===== src/rtl/decrypter_core.sv =====
// Iterative block decrypter: undoes ROUNDS rotate/XOR rounds on a 60-bit body,
// then recomputes a 16-bit tag and compares it with the received one.
module decrypter_core #(
  parameter int ROUNDS = 8,
  parameter int ROT    = 7
) (
  input  logic        Clk,
  input  logic        Rst,
  input  logic        in_valid,
  output logic        in_ready,
  input  logic [75:0] data_to_be_decrypt,
  input  logic [59:0] key,
  output logic        out_valid,
  input  logic        out_ready,
  output logic [59:0] output_decrypted,
  output logic        tag_ok,
  output logic        busy
);

  typedef enum logic [1:0] {
    IDLE,
    RUN,
    CHECK,
    DONE
  } state_t;

  localparam logic [3:0] R_FIRST = 4'(ROUNDS - 1);
  localparam logic [5:0] ROTR_AS_ROTL = 6'(60 - ROT);

  state_t      state;
  state_t      state_nxt;
  logic [59:0] s_reg;
  logic [59:0] key_reg;
  logic [15:0] t_reg;
  logic [3:0]  r_reg;
  logic        accept;
  logic [6:0]  five_r;
  logic [5:0]  key_rot;
  logic [59:0] round_key;
  logic [59:0] round_out;
  logic [15:0] tag_calc;

  // Upper half of the doubled word shifted left is the 60-bit left rotation (n < 60).
  function automatic logic [59:0] rotl60(input logic [59:0] x, input logic [5:0] n);
    logic [119:0] dbl;
    dbl = {x, x} << n;
    return dbl[119:60];
  endfunction

  assign accept = in_ready & in_valid;

  always_comb begin
    five_r    = 7'(r_reg) * 7'd5;
    key_rot   = (five_r >= 7'd60) ? 6'(five_r - 7'd60) : 6'(five_r);
    round_key = rotl60(key_reg, key_rot) ^ {56'b0, r_reg};
    round_out = rotl60(s_reg ^ round_key, ROTR_AS_ROTL);
    tag_calc  = {^s_reg, s_reg[59:45] ^ s_reg[44:30] ^ s_reg[29:15] ^ s_reg[14:0]};
  end

  always_ff @(posedge Clk) begin
    if (Rst) begin
      state <= IDLE;
    end else begin
      state <= state_nxt;
    end
  end

  always_comb begin
    state_nxt = state;
    in_ready  = 1'b0;
    out_valid = 1'b0;
    busy      = 1'b1;
    case (state)
      IDLE: begin
        in_ready = 1'b1;
        busy     = 1'b0;
        if (in_valid) state_nxt = RUN;
      end
      RUN: begin
        if (r_reg == 4'd0) state_nxt = CHECK;
      end
      CHECK: begin
        state_nxt = DONE;
      end
      DONE: begin
        out_valid = 1'b1;
        if (out_ready) state_nxt = IDLE;
      end
      default: begin
        state_nxt = IDLE;
      end
    endcase
  end

  // The round counter parks at 0 after the last round instead of wrapping.
  always_ff @(posedge Clk) begin
    if (Rst) begin
      s_reg            <= '0;
      key_reg          <= '0;
      t_reg            <= '0;
      r_reg            <= '0;
      output_decrypted <= '0;
      tag_ok           <= 1'b0;
    end else begin
      case (state)
        IDLE: begin
          if (accept) begin
            s_reg   <= data_to_be_decrypt[59:0];
            t_reg   <= data_to_be_decrypt[75:60];
            key_reg <= key;
            r_reg   <= R_FIRST;
          end
        end
        RUN: begin
          s_reg <= round_out;
          if (r_reg != 4'd0) r_reg <= r_reg - 4'd1;
        end
        CHECK: begin
          output_decrypted <= s_reg;
          tag_ok           <= (tag_calc == t_reg);
        end
        default: begin
        end
      endcase
    end
  end

endmodule


===== config.mk =====
export PLATFORM = sky130hd
export DESIGN_NAME = decrypter_core
export DESIGN_NICKNAME = d
export VERILOG_FILES = /design/src/rtl/decrypter_core.sv
export SDC_FILE = /design/constraint.sdc
export NUM_CORES = 1
export LEC_CHECK = 0
export CORE_ASPECT_RATIO = 1.2
export CORE_MARGIN = 5
export CORE_UTILIZATION = 55
export CTS_BUF_LIST = sky130_fd_sc_hd__clkbuf_8
export CTS_CLUSTER_DIAMETER = 60
export DETAILED_ROUTE_END_ITERATION = 10
export PLACE_DENSITY = 0.84
export SYNTH_ARGS = -nofsm -noshare
export SYNTH_HDL_FRONTEND = slang
export SYNTH_SLANG_ARGS = --single-unit

===== constraint.sdc =====
create_clock -name Clk -period 10.9 [get_ports Clk]
set_input_delay 1.09 -clock Clk [delete_from_list [all_inputs] [get_ports Clk]]
set_output_delay 1.09 -clock Clk [all_outputs]
set_load 0.01 [all_outputs]

==> results of run 1 <==
synthesized netlist by cell type, types with 6 or more instances:
master / n / area [um^2]
and2_1: 7 / 43.8
a21o_1: 13 / 97.6
o221a_2: 18 / 203
ha_1: 10 / 125
o31ai_1: 22 / 165
a211o_1: 7 / 61.3
mux4_2: 6 / 135
and3_1: 20 / 125
mux2i_1: 128 / 1280
o221ai_1: 11 / 96.3
a2111oi_0: 32 / 280
o211ai_1: 17 / 128
o22ai_1: 26 / 163
a221oi_1: 12 / 105
nand2_1: 252 / 946
nand3_1: 49 / 245
a21oi_1: 148 / 741
dfxtp_1: 203 / 4060
buf_2: 36 / 180
o21ai_0: 72 / 360
inv_1: 20 / 75.1
mux2_2: 92 / 1040
xor2_1: 39 / 342
buf_4: 7 / 52.6
o21ai_1: 12 / 60.1
or3_1: 46 / 288
nor4_1: 18 / 113
clkbuf_1: 109 / 409
nor3_1: 12 / 60.1
a211oi_1: 25 / 188
o2111ai_1: 9 / 78.8
xnor2_1: 79 / 692
nor2_1: 168 / 631
a22oi_1: 23 / 173
or4_1: 10 / 75.1
buf_1: 18 / 67.6
nand4_1: 31 / 194
cells in the final DEF (no fill, tap or decap), drive strengths merged, types with 23 or more instances in the layout:
cell,instances
nand2,252
dfxtp,203
clkdlybuf4s50,202
nor2,168
a21oi,148
mux2i,128
mux2,92
o21ai,84
xnor2,82
nand3,49
clkbuf,48
or3,46
xor2,40
buf,38
a2111oi,32
nand4,31
o22ai,27
a211oi,27
a22oi,24
inv,23
nor4,23
layer usage:
layer / routed length [um] / vias to the layer above / share of wire (%)
met2: 25800 / 1009 / 44
met1: 22300 / 7317 / 38
met4: 4400 / 0 / 7.6
li1: - / 7152 / -
met3: 5590 / 230 / 9.6
met5: 0 / - / 0
area by class of cell:
type,instances,area [um^2]
multi-input cells,1493,10100
fillers,2255,9150
flip-flops and latches,203,4070
repair buffers,240,2310
clock buffers,48,661
well taps,340,425
clock inverters,13,124
inverters,21,78.8
worst reg2reg max path: stages, from the launching register on:
cell	delay (ns)
dfxtp_2	0.31
buf_4	0.58
ha_1	0.37
ha_1	0.21
inv_1	0.08
fa_1	0.56
inv_1	0.20
a32oi_2	0.12
buf_4	0.26
o22ai_4	0.17
buf_4	0.78
a2111oi_0	0.29
nor4_1	0.99
xor2_1	0.19
o221ai_1	0.24
o21ai_1	0.09
cell families after synthesis:
group / share of synthesized area, %
fa+ha+maj: 0.974
xor+xnor: 7.45
buf+inv: 5.44
mux: 16.5
simple gates: 19.5
flops: 27.3
compound gates: 23.0
per-stage QoR:
| step | setup WS (ns) | utilization (%) | instances |
|---|---|---|---|
| finish | 5.36 | 66.0 | 2358 |
| global route | 5.00 | 66.0 | 2358 |
| CTS | 5.46 | 66.0 | 2358 |
| detailed placement | 5.49 | 63.1 | 2297 |
| global placement | 5.72 | 63.1 | 2297 |
| floorplan | 7.26 | - | 1889 |
final timing paths:
check	from	end	slack (ns)	cells past startpoint
worst max-delay path	r_reg[1]	s_reg[9]	5.36	15
worst min-delay path	t_reg[12]	t_reg[12]	0.47	2
worst max register to register	r_reg[1]	s_reg[9]	5.36	15
worst min register to register	t_reg[12]	t_reg[12]	0.47	2
==> results.md, run 1 <==
* Fin Setup TNS at 0 ns
* Gr busiest metal: met2
* Hold crit path type: reg -> reg
* DR pass1 iterations at 6
* Die ar. at 0.0305 mm^2
* Worst path arrival time at 5.96 ns
* Post-Syn Area at about 0.015 mm^2
* Die Ht at 190 um
* Syn Nets at around 2000
* Slew Viols, Final at 0
* Slew HR at a little under a quarter
* Post-DP HPWL at around 43 mm
* Max_cap viols at 0
* Layout cells sized above 1 at 12.5%
* Warnings, synthesis at 0
* Post-DR vias/cell at 6.66
* Setup Crit Path Kind: reg -> reg
* Core area at 0.0269 mm^2
* Area grow syn2layout at 19.2%
* Distinct cells, synth at 83
* Data required, critical path at between 10 and 15 ns
* Bufs and invs on worst path at 5
* WL per Instance at roughly 25 um
* Worst Tran Pin Value at 1.14 ns
* Final setup skew at 0.0191 ns
* Flops & latches, synth at 203
* CP top delay family: buffers and inverters
* Clk sinks at slightly above 200
* Antenna Nets Post-Route at 0
* EDFF count, synth at 0
* TritonCTS Buffers at 35
* Most frequent CP cell: buf_4
* Hold_buf cts at 0
* Clock Pin Slew Worst Setup and Hold Paths at 0.06 ns
* Final setup fails at 0
* Final nets at between 2000 and 2500
* Ant. Diodes at 0
* Period utilisation layout at 50.8%
* CP Cell Sequence: buf_4 > ha_1 > ha_1 > inv_1 > fa_1 > inv_1 > a32oi_2 > buf_4 > o22ai_4 > buf_4 > a2111oi_0 > nor4_1 > xor2_1 > o221ai_1 > o21ai_1
* Ys flop type: dfxtp_1
* Final instance area at 0.0178 mm^2
* First-pass GRT wire length at ~88 mm
* Met3 GRT Util at 7.39%
* Htree depth at 2
* Hold Worst Slack at 0.472 ns
* Port-buffer cells at 203
* # DRC at 0
* Initial Utilization at 55.4%
* Detailed-route wire length at 58.0 mm
* Vias post-DR at 15700
* Seq/Total Area, Yosys at 27.3%
* Outcome: completed
* Iter 0 DRT Violations at about 2000
* Post-CTS sizing at 0
* Root buf cell: clkbuf_8
* GRT met2 Usage at about 58%
* Clk Latency, worst-skew pair at between 0.5 and 0.6 ns
* Post-CTS Setup Repair Bufs at 0
* Final hold vios at 0
* Crit Path Max Fanout at approximately 100
* Worst Setup Start Kind: flop
* M1 GR Usage at 45.2%
* Unrepaired setup endpoints after global routing: false
* GRT Total Usage at 36.4%
* IO Pins at 204
* Largest net degree at the start of global routing at between 100 and 150
* Post-DP Area at around 0.017 mm^2
* GRT Residual Overflow at 0
* Initial antenna violation count at 0
* # rows at between 60 and 70
* Avg Inst Size Synth at 7.89 um^2
* Highest clock rate at 0.180 GHz
* Asr flop ratio synth at 0%
* Clock buffer depth at 3
* Final min period at 5.54 ns
* Die X at 160 um
* Gpl congestion at around 1.1
* CP peak stage delay at 0.99 ns
* Post-Synthesis Cells at 1889
* Number of global-route vias before repair at 15000
* CTS tree: done
* CP endpoint kind: flop
* Critical-path top delay cell: nor4_1
Power of run 1 is left out: the tool's default activity adds up to more than one toggle a clock period on the data nets, which glitch-free logic cannot reach.
==> run 2: changes to the inputs <==
clock period = 5.29 ns   (was 10.9 ns; I/O delays follow)
==> results.md, run 2 (same netlist as run 1, synthesis figures left out) <==
* Outcome: completed
* Post-DP HPWL at between 40 and 50 mm
* Highest clock rate at 0.214 GHz
* Root buf cell: clkbuf_8
* WL per Instance at 26.2 um
* Antenna Nets Post-Route at 0
* Clock Pin Slew Worst Setup and Hold Paths at 0.06 ns
* Slew Viols, Final at 0
* Data required, critical path at 5.74 ns
* DR pass1 iterations at 6
* Worst Setup Start Kind: flop
* Iter 0 DRT Violations at 2126
* Slew HR at 18.4%
* Final WS setup at around 0.6 ns
* IO Pins at 204
* Setup Crit Path Kind: reg -> reg
* DP Worst Slack at between 0.8 and 0.9 ns
* Most common cell after layout, fill and taps aside: nand2_1
* Largest net degree at the start of global routing at 78
* CTS tree: done
* Crit. Startpoint: r_reg[2]
* Htree depth at 2
* Hold_buf cts at 0
* First-pass GRT wire length at 94.3 mm
* Most frequent cells in the layout: 251 x nand2_1, 202 x clkdlybuf4s50_1, 201 x dfxtp_1
* Final hold vios at 0
* CP endpoint kind: flop
* Number of global-route vias before repair at about 16000
* Die ar. at between 0.03 and 0.04 mm^2
* Initial antenna violation count at 0
* Port-buffer cells at 203
* GRT Total Usage at approximately two fifths
* Core area at 0.0269 mm^2
* Final nets at around 2200
* Final min period at 4.68 ns
* Die Ht at between 150 and 200 um
* Post-CTS Setup Repair Bufs at 0
* Post-CTS sizing at 0
* Ant. Diodes at 0
* Worst R2R Start: r_reg[2]
* GRT Residual Overflow at 0
* Hold crit path type: in -> reg
* Fin Setup TNS at 0 ns
* Max_cap viols at 0
* # rows at 66
* TritonCTS Buffers at 36
* Clock buffer depth at 3
* Worst Tran Pin Value at 1.22 ns
* Initial Utilization at a little under three fifths
* Layout cells sized above 1 at 12.7%
* Crit Path Max Fanout at 26
* Post-route core utilization at 66.4%
* Clk Latency, worst-skew pair at 0.59 ns
* Vias post-DR at between 15000 and 20000
* Area grow syn2layout at 19.9%
* Clk sinks at 203
* Worst path arrival time at 5.13 ns
* Die X at 160 um
* Unrepaired setup endpoints after global routing: false
* Final setup fails at 0
* Hold Worst Slack at 0.230 ns
* Period utilisation layout at 88.5%
* Final setup skew at 0.0395 ns
* Gpl congestion at ~1.1
* Detailed-route wire length at 62.2 mm
* # DRC at 0
* Post-DR vias/cell at 6.83
* Hold_sp: Rst
==> run 2: layout make-up <==
type / count / area (um^2)
Tap cell: 340 / 425
Sequential cell: 203 / 4070
Timing Repair Buffer: 259 / 2490
Multi-Input combinational cell: 1493 / 10100
Inverter: 21 / 78.8
Clock buffer: 45 / 619
Clock inverter: 15 / 93.8
Fill cell: 2206 / 9050
==> run 2: per-layer routing <==
metal	up-vias	track usage (%)	part of all wire [%]
met2	1132	62.8	45
li1	7163	-	-
met4	0	24.5	7.7
met3	267	7.61	10
met5	-	0	0
met1	7670	48.7	37
==> run 2: stage by stage <==
step / instances / cell area [um^2]
3_5_place_dp: 2316 / 17200
3_3_place_gp: 2316 / 17200
2_1_floorplan: 1889 / 14900
5_1_grt: 2376 / 17900
6_report: 2376 / 17900
4_1_cts: 2376 / 17900
==> run 2: path summary, 6_finish.rpt <==
| kind | to | slack (ns) | depth (start not counted) |
|---|---|---|---|
| worst min register to register | key_reg[23] | 0.47 | 2 |
| worst max register to register | s_reg[34] | 0.61 | 12 |
| worst max-delay path | s_reg[34] | 0.61 | 12 |
| worst min-delay path | s_reg[43] | 0.23 | 2 |
==> run 2: critical path, cell delays in order (launching register included) <==
cell,delay [ns]
dfxtp_1,0.42
ha_1,0.19
ha_1,0.19
inv_1,0.07
fa_1,0.52
xor2_2,0.24
o32ai_4,0.59
xnor2_4,0.37
nor2_1,1.03
a22oi_1,0.43
a211o_1,0.37
nand3_1,0.09
o31ai_1,0.07
Power of run 2 is left out for the same reason.
==> run 3: changes to the inputs <==
HOLD_SLACK_MARGIN = 0.08   (was not set)
==> results of run 3 <==
No change in the layout: final DEF, timing and power equal those of run 2.
Power of run 3 is left out for the same reason.
==> RTL edit 1: new RTL, settings of run 3 <==
Make the reset (`Rst`) asynchronous in 2 clocked blocks.
--- a/src/rtl/decrypter_core.sv
+++ b/src/rtl/decrypter_core.sv
@@ -59,3 +59,3 @@
 
-  always_ff @(posedge Clk) begin
+  always_ff @(posedge Clk or posedge Rst) begin
     if (Rst) begin
@@ -95,3 +95,3 @@
   // The round counter parks at 0 after the last round instead of wrapping.
-  always_ff @(posedge Clk) begin
+  always_ff @(posedge Clk or posedge Rst) begin
     if (Rst) begin
Check against the original RTL: differs if Rst is asserted again (counterexample within 4 cycles, from zero or initial values and one cycle with Rst high); with Rst held inactive, the same outputs for 10 cycles.
==> RTL edit 1 against run 3 <==
Sequential cell count did not move; count of clock-buffer cells in the layout decreased by 4; area after synthesis down 5.9%; final area down 4.8%; wire length decreased by 22%; worst setup slack lost 0.38 ns; highest routed layer unchanged.
Power is left out: the tool's default activity adds up to more than one toggle a clock period on the data nets, which glitch-free logic cannot reach.
==> RTL edit 1: results (changes against run 3) <==
Status:
- Run status: complete, no violations (unchanged).

Synthesis:
- The share of flip-flops with an asynchronous set or reset was 100% (was 0%).
- The distinct cell type count after synthesis is 60 (was 83).
- Top area cells in the synthesized netlist: dfrtp_1 36%, mux2_2 14%, mux2i_1 10% (was dfxtp_1 27%, mux2i_1 8.6%, mux2_2 7.0%).
- Cell types with the highest counts after synthesis: 203 x dfrtp_1, 173 x mux2_2, 144 x mux2i_1, 111 x xnor2_1, 93 x nand2_1 (was 252 x nand2_1, 203 x dfxtp_1, 168 x nor2_1, 148 x a21oi_1, 128 x mux2i_1).
- The primary flip-flop cell chosen by synthesis mapping is dfrtp_1 (was dfxtp_1).
- The share of Yosys cell area claimed by the top area cell type is 36.2% (was 27.3%).
- The sequential-to-total area share from yosys stat is 36.2% (was 27.3%).
- The total nets after synthesis is 1541 (was 2040).
- The yosys synthesis warning count is 0 (unchanged).

Global routing:
- The largest net degree at the start of global routing is 111 (was 78).
- The via count of the first global-routing pass is 12200 (was 15600).
- The initial antenna violation count is 0 (unchanged).
- The global-route wire length before repair is 73.7 mm (was 94.3 mm).
- The all-layer global routing usage is 33.2% (was 39.2%).

Route:
- The detail-routed via count per cell is 6.39 (was 6.83).
- The final wirelength is 48.5 mm (was 62.2 mm).
- The DRC marker count from the first detailed-route iteration was 1002 (was 2126).
- The number of design rule violations left after detail routing came to 0 (unchanged).
- The detailed-router iteration count before antenna repair was 8 (was 6).

Clocking:
- The CTS H-tree depth is 2 (unchanged).
- The CTS buffer count is 34 (was 36).
- The clock tree root driver cell is clkbuf_8 (unchanged).
- The count of instances resized after the clock tree is built came to 0 (unchanged).
- The source-to-sink clock delay at the later pin of the worst-skew pair is 0.53 ns (was 0.59 ns).
- The maximum root-to-sink buffer count is 3 (unchanged).
- The clock input transition at the sequential cells of the worst setup and hold paths is 0.06 ns (about the same).
- The count of buffers added by post-CTS timing repair for setup is 0 (unchanged).

Min path:
- The number of cells on the worst hold path is 1 (was 2).
- The worst hold path class is register to register (was input port to register).

Timing:
- The transition time at the pin with the least slew margin is 1.12 ns (was 1.22 ns).
- The final clock skew was 0.0175 ns (was 0.0395 ns).

Placement:
- The half-perimeter wire length after placement is 37.2 mm (was 46.3 mm).
- The final RePlAce weighted congestion is 1.03 (was 1.05).
- The count of buffers from port buffering is 203 (unchanged).

Worst setup path:
- The slowest cell on the critical path is mux2_2 (was nor2_1).
- The delay contributed by the slowest stage of the critical path is 0.77 ns (was 1.03 ns).
- The cell class contributing the biggest share of worst-path delay is compound AO/OA/AOI/OAI gates (unchanged).
- The length in cells of the worst reg-to-reg path was 12 (unchanged).
- The arrival time of the worst setup path is 5.46 ns (was 5.13 ns).
- The maximum fanout along the worst path came to 26 (unchanged).

Finish:
- The number of nets in the finished design is 1712 (was 2165).
- The layout cell share with drive strength beyond 1 is 17.6% (was 12.7%).
[RTL edit 1: changes by cell type after synthesis, sizes merged, moves of 28 or more]
cell	delta
a2111oi	-31
a21oi	-90
clkbuf	-48
dfrtp	+203
dfxtp	-203
mux2	+81
nand2	-159
nand3	-30
nor2	-106
o22ai	+31
or3	-39
xnor2	+30
xor2	+28
[RTL edit 1: cell families after synthesis]
| family | Yosys count | synth area share [%] |
|---|---|---|
| mux | 329 | 26.0 |
| compound gates | 318 | 14.4 |
| fa+ha+maj | 11 | 1.04 |
| flops | 203 | 36.2 |
| buf+inv | 118 | 3.44 |
| simple gates | 229 | 7.13 |
| xor+xnor | 182 | 11.7 |
[RTL edit 1: final timing paths]
kind | to | slack, ns | startpoint
worst min register to register | output_decrypted[4]$_DFFE_PP0P_ | 0.51 | output_decrypted[4]$_DFFE_PP0P_
max in group asynchronous | key_reg[17]$_DFFE_PP0P_ | 3.50 | Rst
worst min-delay path | output_decrypted[4]$_DFFE_PP0P_ | 0.51 | output_decrypted[4]$_DFFE_PP0P_
worst max-delay path | s_reg[10]$_DFFE_PP0P_ | 0.23 | r_reg[3]$_DFFE_PP0P_
min in group asynchronous | r_reg[2]$_DFFE_PP0P_ | 0.63 | Rst
worst max register to register | s_reg[10]$_DFFE_PP0P_ | 0.23 | r_reg[3]$_DFFE_PP0P_
[RTL edit 1: metrics by stage]
stage                     setup slack, ns  cells  hold slack, ns  area (sq um)
after floorplan                      1.23   1390           0.488         14000
after global placement              0.459   1855           0.491         16400
after detailed placement            0.314   1855           0.496         16400
after CTS                           0.290   1908           0.509         17000
after global routing               0.0189   1908           0.518         17000
final                               0.225   1909           0.506         17000
[RTL edit 1: worst reg2reg max path, cell delays in order, from the launching register on]
cell	delay, ns
dfrtp_1	0.51
ha_1	0.38
ha_1	0.20
inv_1	0.07
fa_1	0.43
xor2_2	0.21
o32ai_4	0.55
mux2_2	0.77
nand2_1	0.65
o221ai_1	0.50
a21oi_1	0.18
xnor2_1	0.35
o21ai_0	0.14
[RTL edit 1: final cells by class]
class,instances,area (sq um)
inverter,20,78.8
sequential,203,5080
timing repair buffer,233,2280
tap,330,413
multi-input combinational,1069,8510
antenna,1,2.50
clock inverter,12,83.8
fill,1979,8290
clock buffer,41,564
[RTL edit 1: layer usage]
metal	vias up	routed length (um)	GRT usage, %
met4	0	3630	21.2
met1	5952	18300	40.5
li1	5414	-	-
met2	650	22900	54.4
met5	-	0	0
met3	179	3620	5.87
==> RTL edit 2: new RTL, config.mk and constraints of run 3 <==
Made on the original files. Change the parameter `ROT` from 7 to 3.
--- a/src/rtl/decrypter_core.sv
+++ b/src/rtl/decrypter_core.sv
@@ -4,3 +4,3 @@
   parameter int ROUNDS = 8,
-  parameter int ROT    = 7
+  parameter int ROT    = 3
 ) (
Function: same outputs for any inputs over 10 cycles, from zero or initial values and one cycle with Rst high; that may be too few to reach the edited logic, so the function may still have changed.
==> RTL edit 2 against run 3 <==
Maximum frequency fell by 2.9%; count of clock-buffer cells in the layout grew 3; wire length up 2.4%; sequential cell count did not move; synthesized cell count shrank 3.1%; area after synthesis increased by 0.39%; worst setup slack worse by 0.14 ns; final area rose by 0.50%; critical endpoint is now s_reg[21]$_SDFFE_PP0P_.
Power is not shown: default switching activity piles up to over one toggle a cycle in this logic, so the estimate is an artifact.
==> RTL edit 2: results (changes against run 3) <==
Synthesis:
- The share of flip-flops with an asynchronous set or reset came to 0% (unchanged).
- Top area cells in the synthesized netlist: dfxtp_1 27%, mux2i_1 11%, nand2_1 6.2% (was dfxtp_1 27%, mux2i_1 8.6%, mux2_2 7.0%).
- The sequential-to-total area share from yosys stat was 27.2% (was 27.3%).
- The total nets after synthesis is 1982 (was 2040).
- Cell types with the highest counts after synthesis: 246 x nand2_1, 203 x dfxtp_1, 165 x mux2i_1, 116 x a21oi_1, 115 x clkbuf_1 (was 252 x nand2_1, 203 x dfxtp_1, 168 x nor2_1, 148 x a21oi_1, 128 x mux2i_1).
- The yosys synthesis warning count is 0 (unchanged).
- The distinct cell type count after synthesis was 69 (was 83).
- The synthesized instance count came to 1831 (was 1889).
- The primary flip-flop cell chosen by synthesis mapping is dfxtp_1 (unchanged).
- The number of enable flip-flop cells after synthesis was 0 (unchanged).

Clocking:
- The clock input transition at the sequential cells of the worst setup and hold paths is 0.06 ns (about the same).
- The count of instances resized after the clock tree is built was 0 (unchanged).
- The count of buffers added by post-CTS timing repair for setup is 0 (unchanged).
- The CTS buffer count is 37 (was 36).
- The maximum root-to-sink buffer count came to 3 (unchanged).
- The CTS H-tree depth is 2 (unchanged).
- The clock tree root driver cell was clkbuf_8 (unchanged).
- The clock reaches the later pin of the worst-skew pair after 0.58 ns.

Timing:
- The transition time at the pin with the least slew margin is 1.10 ns (was 1.22 ns).
- The final clock skew is 0.0263 ns (was 0.0395 ns).

Worst setup path:
- The sort of element at the start of the critical path is a register (unchanged).
- The maximum fanout along the worst path is 15 (was 26).
- The delay contributed by the slowest stage of the critical path was 0.89 ns (was 1.03 ns).
- The slowest cell on the critical path is o211ai_2 (was nor2_1).
- The arrival time of the worst setup path is 5.30 ns (was 5.13 ns).
- The reg-to-reg startpoint is r_reg[3]$_SDFFE_PP0P_ (was r_reg[2]$_SDFFE_PP0P_).

Min path:
- The worst hold path class is input port to register (unchanged).
- The origin of the worst min-delay path is Rst (unchanged).

Global routing:
- The global-route wire length before repair is 95.3 mm (was 94.3 mm).
- The initial antenna violation count is 0 (unchanged).
- The all-layer global routing usage is 39.9% (was 39.2%).
- The via count of the first global-routing pass is 15400 (was 15600).
- The largest net degree at the start of global routing was 88 (was 78).

Placement:
- The number of placed instances with taps included is 2257 (was 2316).
- The half-perimeter wire length after placement is 47.3 mm (was 46.3 mm).
- The final RePlAce weighted congestion was 1.07 (was 1.05).
- The count of buffers from port buffering came to 203 (unchanged).

Route:
- The detail-routed via count per cell is 6.88 (was 6.83).
- The average detailed-routed wire length per instance is 27.5 um (was 26.2 um).
- The DRC marker count from the first detailed-route iteration is 1882 (was 2126).
- The final wirelength is 63.7 mm (was 62.2 mm).
- The detailed-router iteration count before antenna repair is 5 (was 6).

Finish:
- The number of nets in the finished design is 2107 (was 2165).
- The layout cell share with drive strength beyond 1 is 11.6% (was 12.7%).
- The final antenna diode count is 0 (unchanged).
- The fill cell total of the finished layout is 2171 (was 2206).

Status:
- Run status: complete, no violations (unchanged).
-- RTL edit 2: routing by layer --
| layer | global-route usage, % | vias to the layer above | share of wire (%) |
|---|---|---|---|
| met2 | 64.5 | 948 | 45 |
| met3 | 9.08 | 290 | 9.2 |
| met5 | 0 | - | 0 |
| met1 | 46.4 | 7593 | 37 |
| li1 | - | 7131 | - |
| met4 | 29.2 | 0 | 8.8 |
-- RTL edit 2: area by class of cell --
cell class	instances	area (sq um)	share of cell area, %
clock buffer	48	661	3.68
multi-input combinational	1432	10100	56.5
timing repair buffer	268	2530	14.1
inverter	14	52.6	0.293
sequential	203	4070	22.6
tap	340	425	2.37
clock inverter	15	80.1	0.446
-- RTL edit 2: path summary, 6_finish.rpt --
kind                            slack [ns]                               end  depth (start not counted)
worst max-delay path                  0.47            s_reg[21]$_SDFFE_PP0P_                         13
worst min-delay path                  0.43  output_decrypted[4]$_SDFFE_PP0P_                          2
worst max register to register        0.47            s_reg[21]$_SDFFE_PP0P_                         13
worst min register to register        0.47          key_reg[48]$_SDFFE_PP0P_                          2
-- RTL edit 2: cell families after synthesis --
logic type	synth area share, %
fa+ha+maj	0.970
compound gates	26.7
buf+inv	5.51
simple gates	15.3
xor+xnor	7.37
mux	17.0
flops	27.2
-- RTL edit 2: stage by stage --
step                      util, %  area (sq um)  worst slack [ns]
after floorplan                 -         15000              1.62
after global placement       63.8         17200             0.837
after detailed placement     63.8         17200             0.687
after CTS                    66.5         18000             0.625
after global routing         66.5         18000             0.183
final                        66.5         18000             0.469
-- RTL edit 2: worst max-delay path: cells and delay by family (launching register included) --
family	cells	cell delay, ns
compound gates	5	2.27
fa+ha+maj	3	0.96
buf+inv	2	0.45
flops	1	0.65
simple gates	3	0.38
